File: src/rtl/rv32_pkg.sv
// Shared RV32 core definitions: register index/word types and the MEM/WB
// writeback triple that feeds the architectural register file.
package rv32_pkg;

    localparam int NUM_WIDTH     = 5;
    localparam int OPERAND_WIDTH = 32;
    localparam int REG_ZERO      = 0;

    typedef logic [NUM_WIDTH-1:0]     reg_idx_t;
    typedef logic [OPERAND_WIDTH-1:0] word_t;

    // Writeback triple as registered by the MEM/WB stage
    typedef struct packed {
        logic     reg_write;
        reg_idx_t wr_num;
        word_t    wr_data;
    } wb_bus_t;

endpackage

File: src/rtl/rv32_rf_read_port.sv
// One combinational register-file read port: forces x0 and reset to zero,
// and forwards the in-flight writeback data when it targets this index.
module rv32_rf_read_port
    import rv32_pkg::*;
#(
    parameter int num_width     = NUM_WIDTH,
    parameter int operand_width = OPERAND_WIDTH
) (
    input  logic                     rst_n,
    input  logic [num_width-1:0]     rd_num,
    input  logic                     wb_reg_write,
    input  logic [num_width-1:0]     wb_wr_num,
    input  logic [operand_width-1:0] wb_wr_data,
    input  logic [operand_width-1:0] stored_data,
    output logic [operand_width-1:0] rd_data
);

    logic is_zero_reg;
    logic bypass_hit;

    assign is_zero_reg = (rd_num == num_width'(REG_ZERO));
    assign bypass_hit  = wb_reg_write && (wb_wr_num == rd_num);

    // Select zero, the bypassed writeback value, or the stored entry
    always_comb begin
        rd_data = '0;
        if (!rst_n || is_zero_reg) begin
            rd_data = '0;
        end else if (bypass_hit) begin
            rd_data = wb_wr_data;
        end else begin
            rd_data = stored_data;
        end
    end

endmodule

File: src/rtl/rv32_regfile_wb.sv
// RV32 architectural integer register file. Takes the MEM/WB writeback
// triple, serves two bypassed read ports to decode plus an unbypassed
// debug port, and counts committed non-x0 writes (saturating).
module rv32_regfile_wb
    import rv32_pkg::*;
#(
    parameter int num_width     = NUM_WIDTH,
    parameter int operand_width = OPERAND_WIDTH
) (
    input  logic                     clk,
    input  logic                     rst_n,
    input  logic                     wb_reg_write,
    input  logic [num_width-1:0]     wb_wr_num,
    input  logic [operand_width-1:0] wb_wr_data,
    input  logic [num_width-1:0]     rs1_num,
    input  logic [num_width-1:0]     rs2_num,
    input  logic [num_width-1:0]     dbg_num,
    output logic [operand_width-1:0] rs1_data,
    output logic [operand_width-1:0] rs2_data,
    output logic [operand_width-1:0] dbg_data,
    output logic [15:0]              wr_count
);

    localparam int num_regs = 2 ** num_width;

    logic [operand_width-1:0] regs [num_regs];
    logic [15:0]              write_count;
    logic                     write_commit;

    // A write only commits for a non-x0 destination; x0 stays hardwired zero
    assign write_commit = wb_reg_write && (wb_wr_num != num_width'(REG_ZERO));

    // Storage update: synchronous clear on reset, otherwise commit the writeback
    always_ff @(posedge clk) begin
        if (!rst_n) begin
            for (int i = 0; i < num_regs; i++) begin
                regs[i] <= '0;
            end
        end else if (write_commit) begin
            regs[wb_wr_num] <= wb_wr_data;
        end
    end

    // Committed-write counter, saturating at all-ones
    always_ff @(posedge clk) begin
        if (!rst_n) begin
            write_count <= '0;
        end else if (write_commit && (write_count != 16'hFFFF)) begin
            write_count <= write_count + 16'd1;
        end
    end

    assign wr_count = write_count;

    rv32_rf_read_port #(
        .num_width     (num_width),
        .operand_width (operand_width)
    ) u_rs1_port (
        .rst_n         (rst_n),
        .rd_num        (rs1_num),
        .wb_reg_write  (wb_reg_write),
        .wb_wr_num     (wb_wr_num),
        .wb_wr_data    (wb_wr_data),
        .stored_data   (regs[rs1_num]),
        .rd_data       (rs1_data)
    );

    rv32_rf_read_port #(
        .num_width     (num_width),
        .operand_width (operand_width)
    ) u_rs2_port (
        .rst_n         (rst_n),
        .rd_num        (rs2_num),
        .wb_reg_write  (wb_reg_write),
        .wb_wr_num     (wb_wr_num),
        .wb_wr_data    (wb_wr_data),
        .stored_data   (regs[rs2_num]),
        .rd_data       (rs2_data)
    );

    // Debug read shows stored contents only, never the in-flight writeback
    always_comb begin
        dbg_data = '0;
        if (rst_n && (dbg_num != num_width'(REG_ZERO))) begin
            dbg_data = regs[dbg_num];
        end
    end

endmodule
File: config.mk
export PLATFORM = sky130hd
export DESIGN_NAME = rv32_regfile_wb
export DESIGN_NICKNAME = d
export VERILOG_FILES = /design/src/rtl/rv32_pkg.sv /design/src/rtl/rv32_rf_read_port.sv /design/src/rtl/rv32_regfile_wb.sv
export SDC_FILE = /design/constraint.sdc
export NUM_CORES = 2
export LEC_CHECK = 0
export CORE_UTILIZATION = 55
export CTS_BUF_LIST = sky130_fd_sc_hd__clkbuf_2
export DETAILED_ROUTE_END_ITERATION = 8
export PLACE_DENSITY = 0.77
export RECOVER_POWER = 50
export SLEW_MARGIN = 30
export SYNTH_ARGS = -nofsm -noshare
export SYNTH_HDL_FRONTEND = slang
export SYNTH_HIERARCHICAL = 1
export SYNTH_SLANG_ARGS = --single-unit
export TNS_END_PERCENT = 5
File: constraint.sdc
create_clock -name clk -period 5 [get_ports clk]
set_clock_uncertainty 0.15 [all_clocks]
set_input_delay 1.5 -clock clk [delete_from_list [all_inputs] [get_ports clk]]
set_output_delay 1.5 -clock clk [all_outputs]
set_load 0.005 [all_outputs]
Word level (Yosys, flattened, before mapping)
Memories as Yosys holds them, arrays and structs flattened.
Cells that the tools add are included.
Widths: inputs -> output; s select.

storage, ports and cells
  output and inout bits = 112
  bits in registers = 16
  memories kept = 1
  bits in writable memories = 1024

operators by class
  reduce and logical (&&, ||, !) cells = 13
  mux-type cells = 12
  $add $sub $neg = 1
  equality and inequality tests = 3

memories
  memory  depth  bits a word  rd ports  clocked after Yosys merged registers in  wr ports  RTL line               text
  regs    32     32           3         0                                        32        rv32_regfile_wb.sv:26  logic [operand_width-1:0] regs [num_regs];

operators by type and width
  operator               count
  $mux 32                6
  $reduce_or 32->1       1
  $add 16x1->16 const B  1
  $ne 16x16->1 const B   1
  $eq 5x5->1             2
  $logic_not 5->1        2
  $reduce_bool 5->1      2
  $logic_and 1x1->1      5
  $mux 1                 5
  $mux 5                 1
  $logic_or 1x1->1       2
  $logic_not 1->1        1

Logic depth before layout (Yosys ltp)
  depth after elaboration = 7
  depth in mapped cells = 10
  gate-level depth less buffers = 6

Modules after synthesis
Netlist, hierarchy kept.

by module, submodules not included
  module             instances  seq. area each (um2)  cells an instance  area each (um2)
  rv32_regfile_wb    1          31069.8               4658               62656.3
  rv32_rf_read_port  2          0.0                   123                696.9

Worst setup path after synthesis
No wires, ideal clock.

  path kind = input to register
  start = input wb_wr_num[4]
  end = memory regs[24][0] (netlist bit) (enable)
  stages = 5
  buffers on the path = 2
  arrival time = 4373 ps
  setup slack = 11 ps
  cells stage by stage = or3_1 -> buf_4 -> nand4_2 -> buf_4 -> o21ai_0

RTL lines
  what         RTL line               text
  from (decl)  rv32_regfile_wb.sv:13  input logic [num_width-1:0] wb_wr_num,
  to (decl)    rv32_regfile_wb.sv:26

==> results.py <==
metrics = {
    "status": {
        "status": "finished, violations left",
        "violations": "capacitance limit, slew limit, setup timing",
    },
    "setup_path": {
        "path_class": "in -> reg",
        "rr_worst_depth": 5,
        "end_kind": "flip-flop",
        "cp.arrival_ns": 6.55,
        "max_stage_delay_ns": 1.32,
        "worst_ep_required_time_ns": 6.21,
        "crit_top_cell": "clkbuf_1",
        "critPathLaunchType": "input port",
        "crit_chain": "buf_4 -> clkbuf_2 -> nand4_1 -> clkbuf_1 -> nor2_1 -> clkbuf_1 -> clkbuf_1 -> and2_1",
        "cp_max_fo": 35,
        "crit_slowest_cell": "nor2_1",
        "r2r_slack_ns": 2.66,
        "r2r_end": "wr_count[4]",
        "r2r-start": "wr_count[0]",
        "path_buf_inv": 5,
        "path_delay_family": "buffers and inverters",
    },
    "timing": {
        "worst_pin_slew_ns": 2.75,
        "finalCritPeriodShare_pct": 107,
        "rsz0062_at_grt": "true",
        "min_period_ns": 5.34,
        "fmaxAchievable_mhz": 187,
        "finalSetupViolCount": 94,
        "slew_viol_final": 947,
        "hold_violations": 0,
        "setup_slack_ns": -0.342,
        "slew_headroom_pct": -83.5,
    },
    "hold_path": {
        "hold_start": "wr_count[11]",
        "worstHoldEndpoint": "wr_count[11]",
        "holdPathStages": 2,
        "hold_path.class": "reg -> reg",
    },
    "global_routing": {
        "grt_max_degree": 50,
        "first_global_vias": 53700,
        "grt-ovfl-total": 0,
        "antenna_found_initial": 22,
        "grt_usage_pct": 44.7,
        "grt_pass1_wl_um": 371000,
    },
    "drt": {
        "wl_per_cell_um": 36.3,
        "first_pass_iters": 8,
        "vias": 54100,
        "finalWirelength_um": 266000,
        "drtAntennaViolNets": 0,
        "vias_per_cell": 7.39,
        "drt-initial-drc-count": 9873,
        "drc": 0,
    },
    "floorplanning": {
        "core-area_mm2": 0.115,
        "die_width_um": 343,
        "pin_count": 167,
        "placementRows": 124,
        "initial_core_util_pct": 55.7,
        "dieArea_mm2": 0.118,
        "die_h_um": 343,
    },
    "cells_and_area": {
        "nets": 5647,
        "fillers": 7936,
        "final_cell_mix": "edfxtp_1, and2_1, mux2i_1",
        "post-route-util_pct": 67.1,
        "area_delta_synth_final_pct": 20.4,
        "final_common_cell": "edfxtp_1",
        "drive_above_1_share_pct": 31.6,
    },
    "yosys": {
        "synth_compound_area_share_pct": 7.36,
        "synth_top_family_by_area": "multiplexers",
        "synth-xor-area-share_pct": 0.137,
        "syn_inst": 4904,
        "synth_edf_count": 1024,
        "synth.area.mux_share_pct": 25.8,
        "yosysTopAreaCellShare_pct": 48.0,
        "ys_warn_count": 6,
        "synth_simple_gate_area_share_pct": 14.4,
        "netlist_area_mm2": 0.0641,
        "synth_area_leaders": "edfxtp_1, mux4_2, mux2i_1",
        "async_flop_share_pct": 0,
        "yosys.area.top_type": "edfxtp_1",
        "synth-seq-cells": 1040,
        "ys_types": 57,
        "seq_area_frac_synth_pct": 48.5,
        "syn_area_per_cell_um2": 13.1,
        "ys.flop_type": "edfxtp_1",
        "synth_fa_ha_area_share_pct": 0.0195,
    },
    "power": {
        "pwr-share-seq_pct": 50.8,
        "p_int_mw": 14.1,
        "switching_share_pct": 31.3,
        "clkPwrFrac_pct": 29.4,
        "peakVddDrop_mv": 0.198,
        "p_per_area_mw_per_mm2": 267,
        "p_sw_mw": 6.44,
        "p_leak_nw": 28.8,
        "pwr-share-comb_pct": 19.8,
    },
    "cts": {
        "cts_tree": "yes",
        "clk_pin_slew_worst_paths_ns": 0.10,
        "clkLatencyLatePin_ns": 1.55,
        "cts-buffers-inserted": 293,
        "clock-root-buffer": "clkbuf_2",
        "clk_path_buf_depth": 4,
        "htreeDepth": 5,
        "cts_sinks": 1040,
    },
    "place": {
        "portBuffers": 166,
        "gp_congestion": 0.991,
        "dp_hpwl_um": 166000,
        "place_ws_ns": -0.870,
    },
    "flow_run": {
        "max_cap_viol_count": 52,
    },
}
## worst register-to-register path, stage by stage, from the launching register on
cell and delay, ns:
dfxtp_1 0.42, ha_1 0.22, nand3_1 0.23, nor4_4 0.75, or4_1 0.22, a21oi_1 0.06
## synth_stat cells (9+ instances only)
cell type and instances:
and3_1 35, o21ai_1 64, nand2_1 76, a21oi_1 40, nor2_1 40, nand4_1 166, dfxtp_1 16, mux4_2 447
buf_2 148, buf_4 13, buf_6 14, nand3_1 166, mux2i_1 643, a22oi_1 512, nor2b_1 9, and2_1 999
buf_1 17, clkbuf_1 353, o21ai_0 34, edfxtp_1 1024
## metrics by stage
| stage | area [µm²] | instances | hold WS (ns) | setup TNS, ns | power, mW |
|---|---|---|---|---|---|
| 5_1_grt | 77000 | 7295 | 0.409 | -8.83 | 21.0 |
| 2_1_floorplan | 64200 | 4935 | 0.329 | 0 | 12.5 |
| 6_report | 77100 | 7323 | 0.370 | -10.04 | 20.6 |
| 4_1_cts | 77600 | 7280 | 0.370 | -4.83 | 20.3 |
| 3_3_place_gp | 73000 | 6677 | 0.344 | -51.06 | 14.2 |
| 3_5_place_dp | 73100 | 6681 | 0.351 | -51.95 | 14.3 |
## logic make-up (layout without fill, tap and decap cells)
logic type,after synthesis,in the layout
muxes,1091,1091
other,1,67
and+or+nand+nor,1540,1540
buffers and inverters,551,1392
xor gates and xnor gates,10,10
adders and majority gates,1,1
AOI/OAI and AO/OA,670,670
DFF,1040,1040
## cell type report
type / instances / area [µm²] / share of cell area, %
Clock inverter: 78 / 373 / 0.484
Tap cell: 1512 / 1890 / 2.45
Antenna cell: 35 / 87.6 / 0.114
Timing Repair Buffer: 908 / 9870 / 12.8
Sequential cell: 1040 / 31100 / 40.3
Inverter: 4 / 15.0 / 0.0195
Clock buffer: 402 / 2010 / 2.61
Multi-Input combinational cell: 3344 / 31800 / 41.2
## metal layers
metal / wire length [µm] / vias up / GRT usage [%]
li1: - / 20800 / -
met1: 81200 / 26000 / 53.3
met2: 111000 / 5900 / 62.9
met3: 48900 / 1488 / 19.4
met4: 24800 / 16 / 35.9
met5: 275 / - / 0.401
## flip-flops by register name, indices dropped and copies added (netlist names)
| name | count |
|---|---|
| wr_count | 16 |
| regs | 1024 |
## how the worst max path moves through the flow
stage / startpoint / depth (start not counted) / slack (ns) / to
after floorplan: wb_wr_num[4] / 5 / 0.01 / regs[24][0]
after global placement: rs1_num[3] / 10 / -0.84 / rs1_data[24]
after detailed placement: rs1_num[3] / 10 / -0.87 / rs1_data[24]
after CTS: regs[6][23] / 7 / -0.16 / rs1_data[23]
after global routing: rs2_num[0] / 11 / -0.23 / rs2_data[25]
final: rst_n / 8 / -0.34 / regs[20][13]
## power groups by stage
stage               sequential, mW  combinational, mW  clock (mW)
CTS                           10.4               3.92        5.95
finish                        10.4               4.08        6.04
detailed placement            10.6               3.74           0
global placement              10.5               3.69           0
floorplan                     10.5               2.04           0
global route                  10.5               4.13        6.38
## what timing repair did
action,CTS,global route
gates cloned,19,0
pin swaps,130,42
setup endpoints to repair,96,92
gates resized for setup,475,81
hold buffers,0,0
setup buffers,103,7
No activity file was read; power rests on OpenSTA's default activity.
